<file path="src/rtl/uart_pkg.sv">
// Shared definitions for the UART transmit path: state encoding,
// parity modes, standard divisors and a parity helper.
package uart_pkg;

    typedef logic [2:0] uart_state_t;

    localparam uart_state_t IDLE   = 3'd0;
    localparam uart_state_t FETCH  = 3'd1;
    localparam uart_state_t START  = 3'd2;
    localparam uart_state_t DATA   = 3'd3;
    localparam uart_state_t PARITY = 3'd4;
    localparam uart_state_t STOP   = 3'd5;

    localparam int PAR_NONE = 0;
    localparam int PAR_ODD  = 1;
    localparam int PAR_EVEN = 2;

    localparam int DIV_9600_50M = 5208;
    localparam int DIV_SIM      = 56;

    // Upper bits of d are zero-filled by the caller, so ^d covers only payload.
    function automatic logic par_bit(input logic [8:0] d, input int mode);
        return (mode == PAR_ODD) ? ~(^d) : (^d);
    endfunction

endpackage

</file>
<file path="src/rtl/uart_baud_gen.sv">
// Bit-period timer: counts 0..CLK_DIV-1 while enabled, ticks on the last count.
// Shared between the transmitter and the planned receiver.
module uart_baud_gen import uart_pkg::*; #(
    parameter int CLK_DIV = DIV_9600_50M
) (
    input  logic sclk,
    input  logic s_rst_n,
    input  logic clear,
    input  logic enable,
    output logic bit_tick
);

    localparam int CNT_W = (CLK_DIV > 1) ? $clog2(CLK_DIV) : 1;
    localparam logic [CNT_W-1:0] LAST = CNT_W'(CLK_DIV - 1);

    if (CLK_DIV < 2) begin : g_bad_div
        $error("uart_baud_gen: CLK_DIV must be >= 2");
    end

    logic [CNT_W-1:0] cnt;

    assign bit_tick = enable && (cnt == LAST);

    always_ff @(posedge sclk or negedge s_rst_n) begin
        if (!s_rst_n) begin
            cnt <= '0;
        end else if (clear) begin
            cnt <= '0;
        end else if (enable) begin
            cnt <= bit_tick ? '0 : cnt + 1'b1;
        end
    end

endmodule

</file>
<file path="src/rtl/uart_tx_frame.sv">
// UART transmitter that pulls one word per frame from the read-back FIFO
// and serialises it LSB first with optional parity and 1..2 stop bits.
module uart_tx_frame import uart_pkg::*; #(
    parameter int CLK_DIV     = DIV_9600_50M,
    parameter int DATA_BITS   = 8,
    parameter int PARITY_MODE = PAR_NONE,
    parameter int STOP_BITS   = 1
) (
    input  logic                 sclk,
    input  logic                 s_rst_n,
    input  logic                 rfifo_empty,
    output logic                 rfifo_rd_en,
    input  logic [DATA_BITS-1:0] rfifo_rd_data,
    output logic                 rs232_tx,
    output logic                 tx_busy,
    output logic                 frame_done
);

    if (DATA_BITS < 5 || DATA_BITS > 9) begin : g_bad_bits
        $error("uart_tx_frame: DATA_BITS must be 5..9");
    end
    if (PARITY_MODE < PAR_NONE || PARITY_MODE > PAR_EVEN) begin : g_bad_par
        $error("uart_tx_frame: PARITY_MODE must be 0..2");
    end
    if (STOP_BITS < 1 || STOP_BITS > 2) begin : g_bad_stop
        $error("uart_tx_frame: STOP_BITS must be 1..2");
    end

    localparam logic [3:0] LAST_IDX  = 4'(DATA_BITS - 1);
    localparam logic       LAST_STOP = 1'(STOP_BITS - 1);

    uart_state_t          state;
    logic [DATA_BITS-1:0] shreg;
    logic                 par;
    logic [3:0]           bit_idx;
    logic                 stop_idx;
    logic                 bit_tick;
    logic                 baud_clr;
    logic                 baud_en;

    // Counter is held clear during FETCH so START begins a fresh bit period.
    assign baud_clr = (state == FETCH);
    assign baud_en  = (state == START) || (state == DATA) ||
                      (state == PARITY) || (state == STOP);

    uart_baud_gen #(
        .CLK_DIV (CLK_DIV)
    ) u_baud (
        .sclk     (sclk),
        .s_rst_n  (s_rst_n),
        .clear    (baud_clr),
        .enable   (baud_en),
        .bit_tick (bit_tick)
    );

    always_ff @(posedge sclk or negedge s_rst_n) begin
        if (!s_rst_n) begin
            state       <= IDLE;
            rs232_tx    <= 1'b1;
            rfifo_rd_en <= 1'b0;
            tx_busy     <= 1'b0;
            frame_done  <= 1'b0;
            shreg       <= '0;
            par         <= 1'b0;
            bit_idx     <= '0;
            stop_idx    <= 1'b0;
        end else begin
            rfifo_rd_en <= 1'b0;
            frame_done  <= 1'b0;
            unique case (state)
                IDLE: begin
                    if (!rfifo_empty) begin
                        rfifo_rd_en <= 1'b1;
                        tx_busy     <= 1'b1;
                        state       <= FETCH;
                    end
                end
                FETCH: begin
                    shreg    <= rfifo_rd_data;
                    par      <= par_bit(9'(rfifo_rd_data), PARITY_MODE);
                    rs232_tx <= 1'b0;
                    state    <= START;
                end
                START: begin
                    if (bit_tick) begin
                        rs232_tx <= shreg[0];
                        shreg    <= shreg >> 1;
                        bit_idx  <= '0;
                        state    <= DATA;
                    end
                end
                DATA: begin
                    if (bit_tick) begin
                        if (bit_idx == LAST_IDX) begin
                            if (PARITY_MODE != PAR_NONE) begin
                                rs232_tx <= par;
                                state    <= PARITY;
                            end else begin
                                rs232_tx <= 1'b1;
                                stop_idx <= 1'b0;
                                state    <= STOP;
                            end
                        end else begin
                            rs232_tx <= shreg[0];
                            shreg    <= shreg >> 1;
                            bit_idx  <= bit_idx + 4'd1;
                        end
                    end
                end
                PARITY: begin
                    if (bit_tick) begin
                        rs232_tx <= 1'b1;
                        stop_idx <= 1'b0;
                        state    <= STOP;
                    end
                end
                STOP: begin
                    if (bit_tick) begin
                        if (stop_idx == LAST_STOP) begin
                            frame_done <= 1'b1;
                            tx_busy    <= 1'b0;
                            state      <= IDLE;
                        end else begin
                            stop_idx <= 1'b1;
                        end
                    end
                end
                default: begin
                    rs232_tx <= 1'b1;
                    tx_busy  <= 1'b0;
                    state    <= IDLE;
                end
            endcase
        end
    end

endmodule
</file>
<file path="config.mk">
export PLATFORM = sky130hd
export DESIGN_NAME = uart_tx_frame
export DESIGN_NICKNAME = d
export VERILOG_FILES = /design/src/rtl/uart_pkg.sv /design/src/rtl/uart_baud_gen.sv /design/src/rtl/uart_tx_frame.sv
export SDC_FILE = /design/constraint.sdc
export NUM_CORES = 1
export LEC_CHECK = 0
export BUFFER_PORTS_ARGS = -buffer_cell sky130_fd_sc_hd__buf_2
export CAP_MARGIN = 20
export CORE_MARGIN = 5
export CORE_UTILIZATION = 30
export CTS_CLUSTER_DIAMETER = 150
export DETAILED_ROUTE_END_ITERATION = 6
export GPL_TIMING_DRIVEN = 0
export HOLD_SLACK_MARGIN = 0.06
export PLACE_DENSITY = 0.49
export RECOVER_POWER = 100
export SYNTH_ARGS = -nofsm -noshare
export SYNTH_HDL_FRONTEND = slang
export SYNTH_SLANG_ARGS = --single-unit
</file>
<file path="constraint.sdc">
create_clock -name sclk -period 6.5 [get_ports sclk]
set_input_delay 0.975 -clock sclk [delete_from_list [all_inputs] [get_ports sclk]]
set_output_delay 0.975 -clock sclk [all_outputs]
set_load 0.01 [all_outputs]
</file>
# After elaboration in Yosys (flattened, before gate mapping)
# Cells that the tools add are included.
# totals
regBits,33
in_bits,11
elab_cells,84
out_inout_bits,4
# classes
reduce_logical,17
n_addsub,2
n_eq_ne,15
mux,39
bitwise_logic,2
# ops
cell,n
two-way mux 13 bit,3
two-way mux 8 bit,3
case mux 8 bit (3 select lines),1
two-way mux 3 bit,7
case mux 3 bit (6 select lines),1
two-way mux 1 bit,17
AND reduction 4 bit,4
adder 13 x 1 -> 13 bit (second input constant),1
== test 13 bit (second input constant),1
two-way mux 4 bit,3
!= test 2 x 1 -> 1 bit (second input constant),5
case mux 4 bit (2 select lines),1
AND reduction 7 bit,1
== test 3 x 2 -> 1 bit (second input constant),2
== test 3 bit (second input constant),2
!= test 2 bit (second input constant),3
case mux 1 bit (3 select lines),2
nonzero test 3 bit,2
case mux 1 bit (5 select lines),1
AND reduction 5 bit,1
adder 4 x 1 -> 4 bit (second input constant),1
== test 4 x 3 -> 1 bit (second input constant),1
nonzero test 2 bit,2
OR reduction 4 bit,1
other kinds (6),9

# Longest topological paths before layout
# Gate-level depths: netlist of the first run.
# depth
depth_word,8
ltp_mapped,8
ltp_nobuf,7

# Cells and area by module
# From an unflattened synthesis of the first run, not the netlist that was laid out.
# unflattened
hier_cells,171
area_unflattened_um2,1749.2
# by_module_without_submodules
module,cells_each,instances,seq_area_each_um2,area_each_um2
uart_tx_frame,96,1,476.7,1003.5
uart_baud_gen,75,1,325.3,745.7

# Least setup slack after synthesis of the first run
# OpenSTA, ideal clock, no wires.
# synth_timing
path_type,flip-flop to flip-flop
startpoint,reg state[2]
endpoint,reg shreg[0]
path_stages_with_launch,9
period_less_slack_ps,2146
required_time_ps,6375
t_arrival_ps,2021
setup_time_ps,125
slack_ps,4354
n_path_buf,1
path_cell_list,dfrtp_1 -> clkbuf_1 -> inv_1 -> ha_1 -> nor2b_1 -> nand4_4 -> a21oi_4 -> o21ai_4 -> mux2_4
# synth_between
elab_chain_cells,7
word_cells_on_any_way,15
classes_between,8 x eq/ne; 1 x mux; 6 x reduce/logical
# synth_rtl
element,line_no,source
start: declaration,uart_tx_frame.sv:32,uart_state_t state;
start signal: assignment,uart_tx_frame.sv:58,state <= IDLE;
start signal: assignment,uart_tx_frame.sv:75,state <= FETCH;
start signal: assignment,uart_tx_frame.sv:82,state <= START;
== test 3 x 2 -> 1 bit,"uart_tx_frame.sv:43, uart_tx_frame.sv:70",
logical OR 1 bit (2 in series),uart_tx_frame.sv:43,assign baud_en = (state == START) || (state == DATA) ||
logical OR 1 bit,uart_tx_frame.sv:44,(state == PARITY) || (state == STOP);
logical AND 1 bit,uart_baud_gen.sv:22,assign bit_tick = enable && (cnt == LAST);
!= test 2 x 1 -> 1 bit (no line),n/a,
AND reduction 4 bit (no line),n/a,
end signal: assignment,uart_tx_frame.sv:79,shreg <= rfifo_rd_data;
end signal: assignment,uart_tx_frame.sv:87,shreg <= shreg >> 1;
end signal: assignment,uart_tx_frame.sv:105,shreg <= shreg >> 1;
end: declaration,uart_tx_frame.sv:33,logic [DATA_BITS-1:0] shreg;
# Several ways; a longest one is shown, not always the timed one.
# A chain may end at the register's enable or synchronous reset.

# Worst setup path after layout of the first run
# layout_timing
startpoint,reg state[2]
endpoint,reg shreg[2]
# Same word-level chain as after synthesis.

==> results.toml, run 1 <==
[run_status]
outcome = "finished, violations left"
violations = "capacitance limit, slew limit"

[sta]
post-route-worst-setup-slack_ns = 2.999
fin_worst_skew_ns = 0.01050
hold_violations = 0
tightest_slew_ns = 1.754
rsz0062_at_grt = "false"
finalSetupViolations = 0
relSlewSlack_pct = -16.92
post-route-min-period_ns = 3.501
finalCritPeriodShare_pct = 53.86
fin_setup_tns_ns = 0
fmaxAchievable_mhz = 285.6
slew_violations = 42

[place]
portBuffers = 14
pre_cts_ws_ns = 3.994
globalplace.congestion = 0.7504
placed_cells = 264
hpwl_mm = 2.543

[critical_path]
slowest_stage = "o21ai_0"
rrSetupSlack_ns = 3.00
crit_fanout = 10
critical_path_required_ns = 6.67
cp_slowest_stage_delay_ns = 1.23
cp_cell_sequence = "clkbuf_1 -> inv_1 -> ha_1 -> nor2b_1 -> nand4_1 -> a21oi_1 -> o21ai_0 -> mux2_4"
cp-start-kind = "flip-flop"
arrival_ns = 3.67
cp-end-kind = "flip-flop"
crit_type = "reg2reg"

[route]
via_per_inst = 4.952
drt_iter0_drc = 91
drt-total-wl_mm = 3.721
dr_total_vias = 1347
post_drt_wl_per_cell_um = 13.68
route.detailed.drc = 0
antenna_left = 0
wl_met3_um = 121
drt_first_pass_iters = 4
met2WireLength_mm = 1.599
routed.top_layer = "met4"
routedLengthMet1_mm = 1.918

[yosys]
synth_ff_type = "dfrtp_1"
ys_async_sr_fraction_pct = 100.0
synth_edf_count = 0
synth_seq_cells = 32
synthesis.instances = 175
synth.cell_area_sq_mm = 0.001812
synth_warnings = 0
synth_area_per_cell_sq_um = 10.35
ys_seq_area_share_pct = 44.27
synth_fp_nets = 190
netlist-cell-type-count = 45

[layout]
fill_cells = 637
synthToLayoutAreaGrowth_pct = 11.12
stdcell_count = 272
num_antenna_cells = 0
layout_commonest_cell = "dfrtp_1"
nNetsFinal = 211
layout_common_cells = "dfrtp_1 (31), nor2_1 (15), nand2_1 (15)"
drive_gt1_share_pct = 18.27
post-route-util_pct = 34.20

[clocking]
cts_tree = "done"
clock-sinks = 32
insertion_delay_ns = 0.29
h-tree-depth = 2
cts_setup_buffers = 0
clk_pin_slew_ns = 0.07
cts_resized = 0
cts_hold_buf = 0
cts_root_buf = "clkbuf_8"
cts_made_buffers = 5
cts_buffer_depth = 2

[floorplanning]
die_w_um = 87.71
pin_count = 15
die-area_sq_mm = 0.007693
fp.dieH_um = 87.71
core_area_sq_mm = 0.005886
row_count = 28
start_util_pct = 30.78

[pwr]
total_power_w = 0.0003639
ir_worst_vdd_mv = 0.06028
leakagePower_nw = 0.9200
power_density_mw_per_mm2 = 180.8

[global_routing]
grt_overflow = 0
grt_pass1_wl_mm = 6.720
antenna_found_initial = 0
track_usage_pct = 11.22
grt_pass1_vias = 1394
grt_max_degree = 33

[run]
maxCapViolations = 2

[worst_hold_path]
hold_path.class = "reg2reg"
kinds of logic (layout without fill, tap and decap cells):
| kind of cell | count (synthesis) | after routing | share of synthesized area, % |
|---|---|---|---|
| fa+ha+maj | 4 | 4 | 2.763 |
| xor+xnor | 9 | 9 | 4.351 |
| compound gates | 34 | 34 | 12.57 |
| mux | 16 | 16 | 11.53 |
| flops | 32 | 32 | 44.27 |
| simple gates | 69 | 69 | 22.03 |
| buf+inv | 11 | 33 | 2.485 |
worst paths after layout:
path,from,to,depth (start not counted)
worst max-delay path,state[2]$_DFFE_PN0P_,shreg[2]$_DFFE_PN0P_,8
worst min-delay path,rs232_tx$_DFFE_PN1P_,rs232_tx$_DFFE_PN1P_,1
worst max register to register,state[2]$_DFFE_PN0P_,shreg[2]$_DFFE_PN0P_,8
worst min register to register,rs232_tx$_DFFE_PN1P_,rs232_tx$_DFFE_PN1P_,1
max in group asynchronous,s_rst_n,state[1]$_DFFE_PN0P_,1
min in group asynchronous,s_rst_n,u_baud.cnt[11]$_DFFE_PN0P_,1
metrics by stage:
| step | hold WS [ns] | instance area (sq um) |
|---|---|---|
| final | 0.4873 | 2013 |
| after global routing | 0.5204 | 2013 |
| after CTS | 0.4959 | 2057 |
| after detailed placement | 0.4858 | 1976 |
| after global placement | 0.4840 | 1976 |
| after floorplan | 0.4642 | 1812 |
report_power, final:
group	internal (W)	switching, W
sequential	0.000202	0.00000138
combinational	0.00000728	0.00000622
clock	0.0000750	0.0000723
total	0.000284	0.0000799
sequential cells by signal, summed over array words and instances, names as in the netlist:
| name | cells |
|---|---|
| u_baud.cnt | 13 |
| shreg | 8 |
| bit_idx | 4 |
| state | 3 |
| frame_done | 1 |
| rfifo_rd_en | 1 |
| rs232_tx | 1 |
| tx_busy | 1 |
synth_stat cells, types with 3 or more instances:
| library cell | number | area (sq um) |
|---|---|---|
| o22ai_1 | 3 | 18.77 |
| ha_1 | 4 | 50.05 |
| and4_1 | 3 | 26.28 |
| a31oi_1 | 3 | 18.77 |
| clkbuf_1 | 4 | 15.01 |
| dfrtp_1 | 31 | 775.7 |
| mux2_4 | 8 | 120.1 |
| xor2_1 | 7 | 61.31 |
| and3_1 | 5 | 31.28 |
| nor2_1 | 15 | 56.30 |
| buf_2 | 3 | 15.01 |
| nand4_1 | 5 | 31.28 |
| nand2_1 | 15 | 56.30 |
| nand3_1 | 8 | 40.04 |
| mux2_2 | 7 | 78.83 |
| nor2b_1 | 3 | 18.77 |
| a21oi_1 | 8 | 40.04 |
| o21ai_0 | 9 | 45.04 |
cell type report:
cell class / count / area, sq um / share of cell area, %
tap: 75 / 93.84 / 4.661
timing repair buffer: 14 / 63.81 / 3.170
clock inverter: 1 / 5.005 / 0.2486
multi-input combinational: 132 / 927.1 / 46.05
clock buffer: 7 / 76.32 / 3.791
inverter: 3 / 11.26 / 0.5594
sequential: 32 / 802.0 / 39.84
buffer: 8 / 33.78 / 1.678
critical path: cells and delay by family (launching register included):
kind | cells | cell delay, ns
compound gates | 2 | 1.30
flops | 1 | 0.34
mux | 1 | 0.36
simple gates | 2 | 0.44
fa+ha+maj | 1 | 0.37
buf+inv | 2 | 0.55
layer usage:
layer  track usage (%)  up-vias
li1                  -      677
met1             15.18      648
met2             16.30       17
met3             3.481        5
met4             5.160        0
met5                 0        -
No activity file was read; power rests on OpenSTA's default activity.
==> run 2, diff against run 1 <==
Clock period 6.5 ns to 3.7 ns, I/O delays scaled along.
==> results.toml, run 2 (synthesis results as in run 1) <==
[clocking]
cts_root_buf = "clkbuf_8"
clk_pin_slew_ns = 0.07
h-tree-depth = 2
clock-sinks = 32
cts_buffer_depth = 2
cts_setup_buffers = 0
cts_tree = "done"
cts_hold_buf = 0
cts_resized = 0
cts_made_buffers = 5
insertion_delay_ns = 0.29

[floorplanning]
start_util_pct = 30.78
fp.dieH_um = 87.71
die_w_um = 87.71
row_count = 28
die-area_sq_mm = 0.007693
pin_count = 15
core_area_sq_mm = 0.005886

[layout]
largest_reg_flops = 13
layout_commonest_cell = "dfrtp_1"
reg_top3 = "u_baud.cnt (13), shreg (8), bit_idx (4)"
layout_common_cells = "dfrtp_1 (31), nor2_1 (15), nand2_1 (15)"
multiInputGateArea_sq_um = 915.9
fill_cells = 641
drive_gt1_share_pct = 15.74
num_antenna_cells = 0
synthToLayoutAreaGrowth_pct = 10.50
regMostFlops = "u_baud.cnt"
nNetsFinal = 211
seqCellArea_sq_um = 802.0

[worst_hold_path]
min-delay-start = "rfifo_empty"
hold_depth = 2
hold_path.class = "in2reg"
min_to = "rfifo_rd_en$_DFF_PN0_"

[global_routing]
grt_overflow = 0
track_usage_pct = 11.22
grt_max_degree = 33
grt_pass1_vias = 1394
antenna_found_initial = 0
grt_pass1_wl_mm = 6.720

[route]
drt_iter0_drc = 97
dr_total_vias = 1345
antenna_left = 0
post_drt_wl_per_cell_um = 13.63
via_per_inst = 4.945
drt_first_pass_iters = 4
route.detailed.drc = 0
drt-total-wl_mm = 3.707

[critical_path]
r2r.worst_path.cells = 8
crit_type = "reg2reg"
cp-start-kind = "flip-flop"
rrSetupSlack_ns = 0.93
critical_path_required_ns = 3.87
cp-end-kind = "flip-flop"
arrival_ns = 2.94
crit_fanout = 10
reg2reg_to = "shreg[3]$_DFFE_PN0P_"
rr_startpoint = "state[2]$_DFFE_PN0P_"

[sta]
hold_violations = 0
relSlewSlack_pct = -16.95
fin_worst_skew_ns = 0.01050
finalSetupViolations = 0
slew_violations = 33
finalCritPeriodShare_pct = 74.94
tightest_slew_ns = 1.754
post-route-worst-setup-slack_ns = 0.9271
post-route-min-period_ns = 2.773
fin_setup_tns_ns = 0
rsz0062_at_grt = "false"
fmaxAchievable_mhz = 360.6

[place]
globalplace.congestion = 0.7504
pre_cts_ws_ns = 1.194
hpwl_mm = 2.543
portBuffers = 14

[run]
maxCapViolations = 1

[pwr]
leakagePower_nw = 0.8893
ir_worst_vdd_mv = 0.1053
power_density_mw_per_mm2 = 317.9

[run_status]
outcome = "finished, violations left"
violations = "capacitance limit, slew limit"
## run 2: cell counts in the layout (fill, tap and decap cells not counted)
Identical to the previous run, type by type.
## run 2: metrics by stage
step                cells  hold WS (ns)  total power [W]  util (%)  area (sq um)
floorplan             175        0.2594        0.0003738         -          1812
global placement      264        0.4840        0.0003880     33.57          1976
detailed placement    264        0.4858        0.0003886     33.57          1976
CTS                   272        0.3621        0.0006538     34.95          2057
global route          272        0.4413        0.0006705     34.01          2002
finish                272        0.4466        0.0006364     34.01          2002
## run 2: how the worst max path moves through the flow
stage	start	end	slack, ns	depth (start not counted)
2_1_floorplan	state[2]$_DFFE_PN0P_	shreg[0]$_DFFE_PN0P_	1.55	8
3_3_place_gp	state[2]$_DFFE_PN0P_	bit_idx[0]$_DFFE_PN0P_	1.17	8
3_5_place_dp	state[2]$_DFFE_PN0P_	shreg[4]$_DFFE_PN0P_	1.19	8
4_1_cts	state[2]$_DFFE_PN0P_	shreg[6]$_DFFE_PN0P_	1.18	8
5_1_grt	state[2]$_DFFE_PN0P_	shreg[5]$_DFFE_PN0P_	0.76	8
6_report	state[2]$_DFFE_PN0P_	shreg[3]$_DFFE_PN0P_	0.93	8
## run 2: worst max-delay path, stage by stage (launching register included)
cell and delay [ns]:
dfrtp_1 0.34, clkbuf_1 0.33, inv_1 0.22, ha_1 0.38, nor2b_1 0.17, nand4_1 0.36, a21oi_1 0.35, o21ai_4 0.15
mux2_1 0.33
## run 2: where the power goes
part | switching [W] | leakage, nW | internal, W
clock network | 0.000127 | 0.0422 | 0.000132
logic | 0.0000108 | 0.437 | 0.0000102
registers | 0.00000235 | 0.410 | 0.000354
total | 0.000140 | 0.889 | 0.000496
## run 2: area by class of cell
cell class	count	area share, %
Clock buffer	7	3.813
Buffer	8	1.688
Clock inverter	1	0.2500
Timing Repair Buffer	14	3.188
Sequential cell	32	40.06
Inverter	3	0.5625
Tap cell	75	4.688
Multi-Input combinational cell	132	45.75
## run 2: layer usage
layer	track usage (%)	up-vias	routed length [um]
li1	-	676	-
met3	3.481	5	121
met1	15.18	647	1902
met4	5.160	0	82
met2	16.30	17	1601
met5	0	-	0
==> run 3, diff against run 2 <==
Clock period 3.7 ns to 2.8 ns, I/O delays scaled along.
==> results.toml, run 3 (synthesis results as in run 1) <==
[floorplanning]
die_w_um = 87.71
fp.dieH_um = 87.71
pin_count = 15
start_util_pct = 30.78
row_count = 28
die-area_sq_mm = 0.007693
core_area_sq_mm = 0.005886

[pwr]
p_int_w = 0.0006554
leakagePower_nw = 0.8843
switchingPower_w = 0.0001862
comb_power_share_pct = 3.2
pwr-share-seq_pct = 56.0
power_density_mw_per_mm2 = 415.7
pwr-share-clk_pct = 40.8
ir_worst_vdd_mv = 0.1381
swShare_pct = 22.12

[critical_path]
crit_fanout = 10
arrival_ns = 2.69
critical_path_required_ns = 2.96
crit_type = "reg2reg"
cp-end-kind = "flip-flop"
cp-start-kind = "flip-flop"

[clocking]
cts_root_buf = "clkbuf_8"
insertion_delay_ns = 0.29
h-tree-depth = 2
cts_setup_buffers = 0
clock-sinks = 32
cts_tree = "done"
clk_pin_slew_ns = 0.07
cts_buffer_depth = 2
cts_hold_buf = 0
cts_resized = 0
cts_made_buffers = 5

[route]
post_drt_wl_per_cell_um = 13.70
dr_total_vias = 1346
drt_iter0_drc = 87
routedLengthMet1_mm = 1.927
wl_met3_um = 118
met2WireLength_mm = 1.596
drt_first_pass_iters = 4
route.detailed.drc = 0
routed.top_layer = "met4"
antenna_left = 0
via_per_inst = 4.949
drt-total-wl_mm = 3.726

[layout]
synthToLayoutAreaGrowth_pct = 11.74
reg_top3 = "u_baud.cnt (13), shreg (8), bit_idx (4)"
nNetsFinal = 211
num_antenna_cells = 0
layout_commonest_cell = "dfrtp_1"
largest_reg_flops = 13
drive_gt1_share_pct = 16.24
regMostFlops = "u_baud.cnt"
layout_common_cells = "dfrtp_1 (31), nor2_1 (15), nand2_1 (15)"

[place]
hpwl_mm = 2.543
globalplace.congestion = 0.7504
portBuffers = 14
pre_cts_ws_ns = 0.2937

[sta]
post-route-worst-setup-slack_ns = 0.2771
finalSetupViolations = 0
relSlewSlack_pct = -17.63
fin_setup_tns_ns = 0
finalCritPeriodShare_pct = 90.10
fin_worst_skew_ns = 0.01050
fmaxAchievable_mhz = 396.4
post-route-min-period_ns = 2.523
tightest_slew_ns = 1.764
slew_violations = 33
rsz0062_at_grt = "false"
hold_violations = 0

[global_routing]
grt_pass1_vias = 1394
antenna_found_initial = 0
grt_max_degree = 33
grt_overflow = 0
track_usage_pct = 11.22
grt_pass1_wl_mm = 6.720

[run_status]
outcome = "finished, violations left"
violations = "capacitance limit, slew limit"

[worst_hold_path]
hold_path.class = "in2reg"

[run]
maxCapViolations = 1
## run 3: per-stage QoR
step	util, %	hold slack [ns]	power [W]	cells	area (sq um)
after CTS	34.95	0.2271	0.0008640	272	2057
after detailed placement	33.57	0.4858	0.0005135	264	1976
final	34.40	0.3104	0.0008416	272	2024
after global routing	34.40	0.3063	0.0008855	272	2024
after floorplan	-	0.1244	0.0004940	175	1812
after global placement	33.57	0.4840	0.0005128	264	1976
## run 3: cell type report
class,count,area [sq um]
plain buffers,8,33.78
clock buffers,7,76.32
clock inverters,1,5.005
fillers,639,3861
inverters,3,11.26
multi-input cells,132,938.4
flip-flops and latches,32,802.0
well taps,75,93.84
repair buffers,14,63.81
## run 3: worst paths after layout
kind / startpoint / end / slack [ns] / cells past startpoint
max in group asynchronous: s_rst_n / state[1]$_DFFE_PN0P_ / 1.18 / 1
max reg2reg: state[2]$_DFFE_PN0P_ / shreg[3]$_DFFE_PN0P_ / 0.28 / 8
min reg2reg: rs232_tx$_DFFE_PN1P_ / rs232_tx$_DFFE_PN1P_ / 0.49 / 1
max: state[2]$_DFFE_PN0P_ / shreg[3]$_DFFE_PN0P_ / 0.28 / 8
min: rfifo_empty / rfifo_rd_en$_DFF_PN0_ / 0.31 / 2
min in group asynchronous: s_rst_n / u_baud.cnt[11]$_DFFE_PN0P_ / 0.60 / 1
## run 3: worst max-delay path, stage by stage (launching register included)
cell	delay, ns
dfrtp_1	0.34
clkbuf_1	0.33
inv_1	0.22
ha_1	0.38
nor2b_1	0.25
nand4_4	0.22
a21oi_4	0.19
o21ai_4	0.12
mux2_1	0.33
## run 3: per-layer routing
| metal | vias to the layer above | track usage, % |
|---|---|---|
| met4 | 0 | 5.160 |
| met2 | 17 | 16.30 |
| met1 | 647 | 15.18 |
| li1 | 677 | - |
| met3 | 5 | 3.481 |
| met5 | - | 0 |
## run 3: power by group through the flow
stage           logic, W  registers (W)  clock network [W]
2_1_floorplan  0.0000150       0.000479                  0
3_3_place_gp   0.0000328       0.000480                  0
3_5_place_dp   0.0000336       0.000480                  0
4_1_cts        0.0000335       0.000471           0.000359
5_1_grt        0.0000327       0.000472           0.000381
6_report       0.0000271       0.000471           0.000343
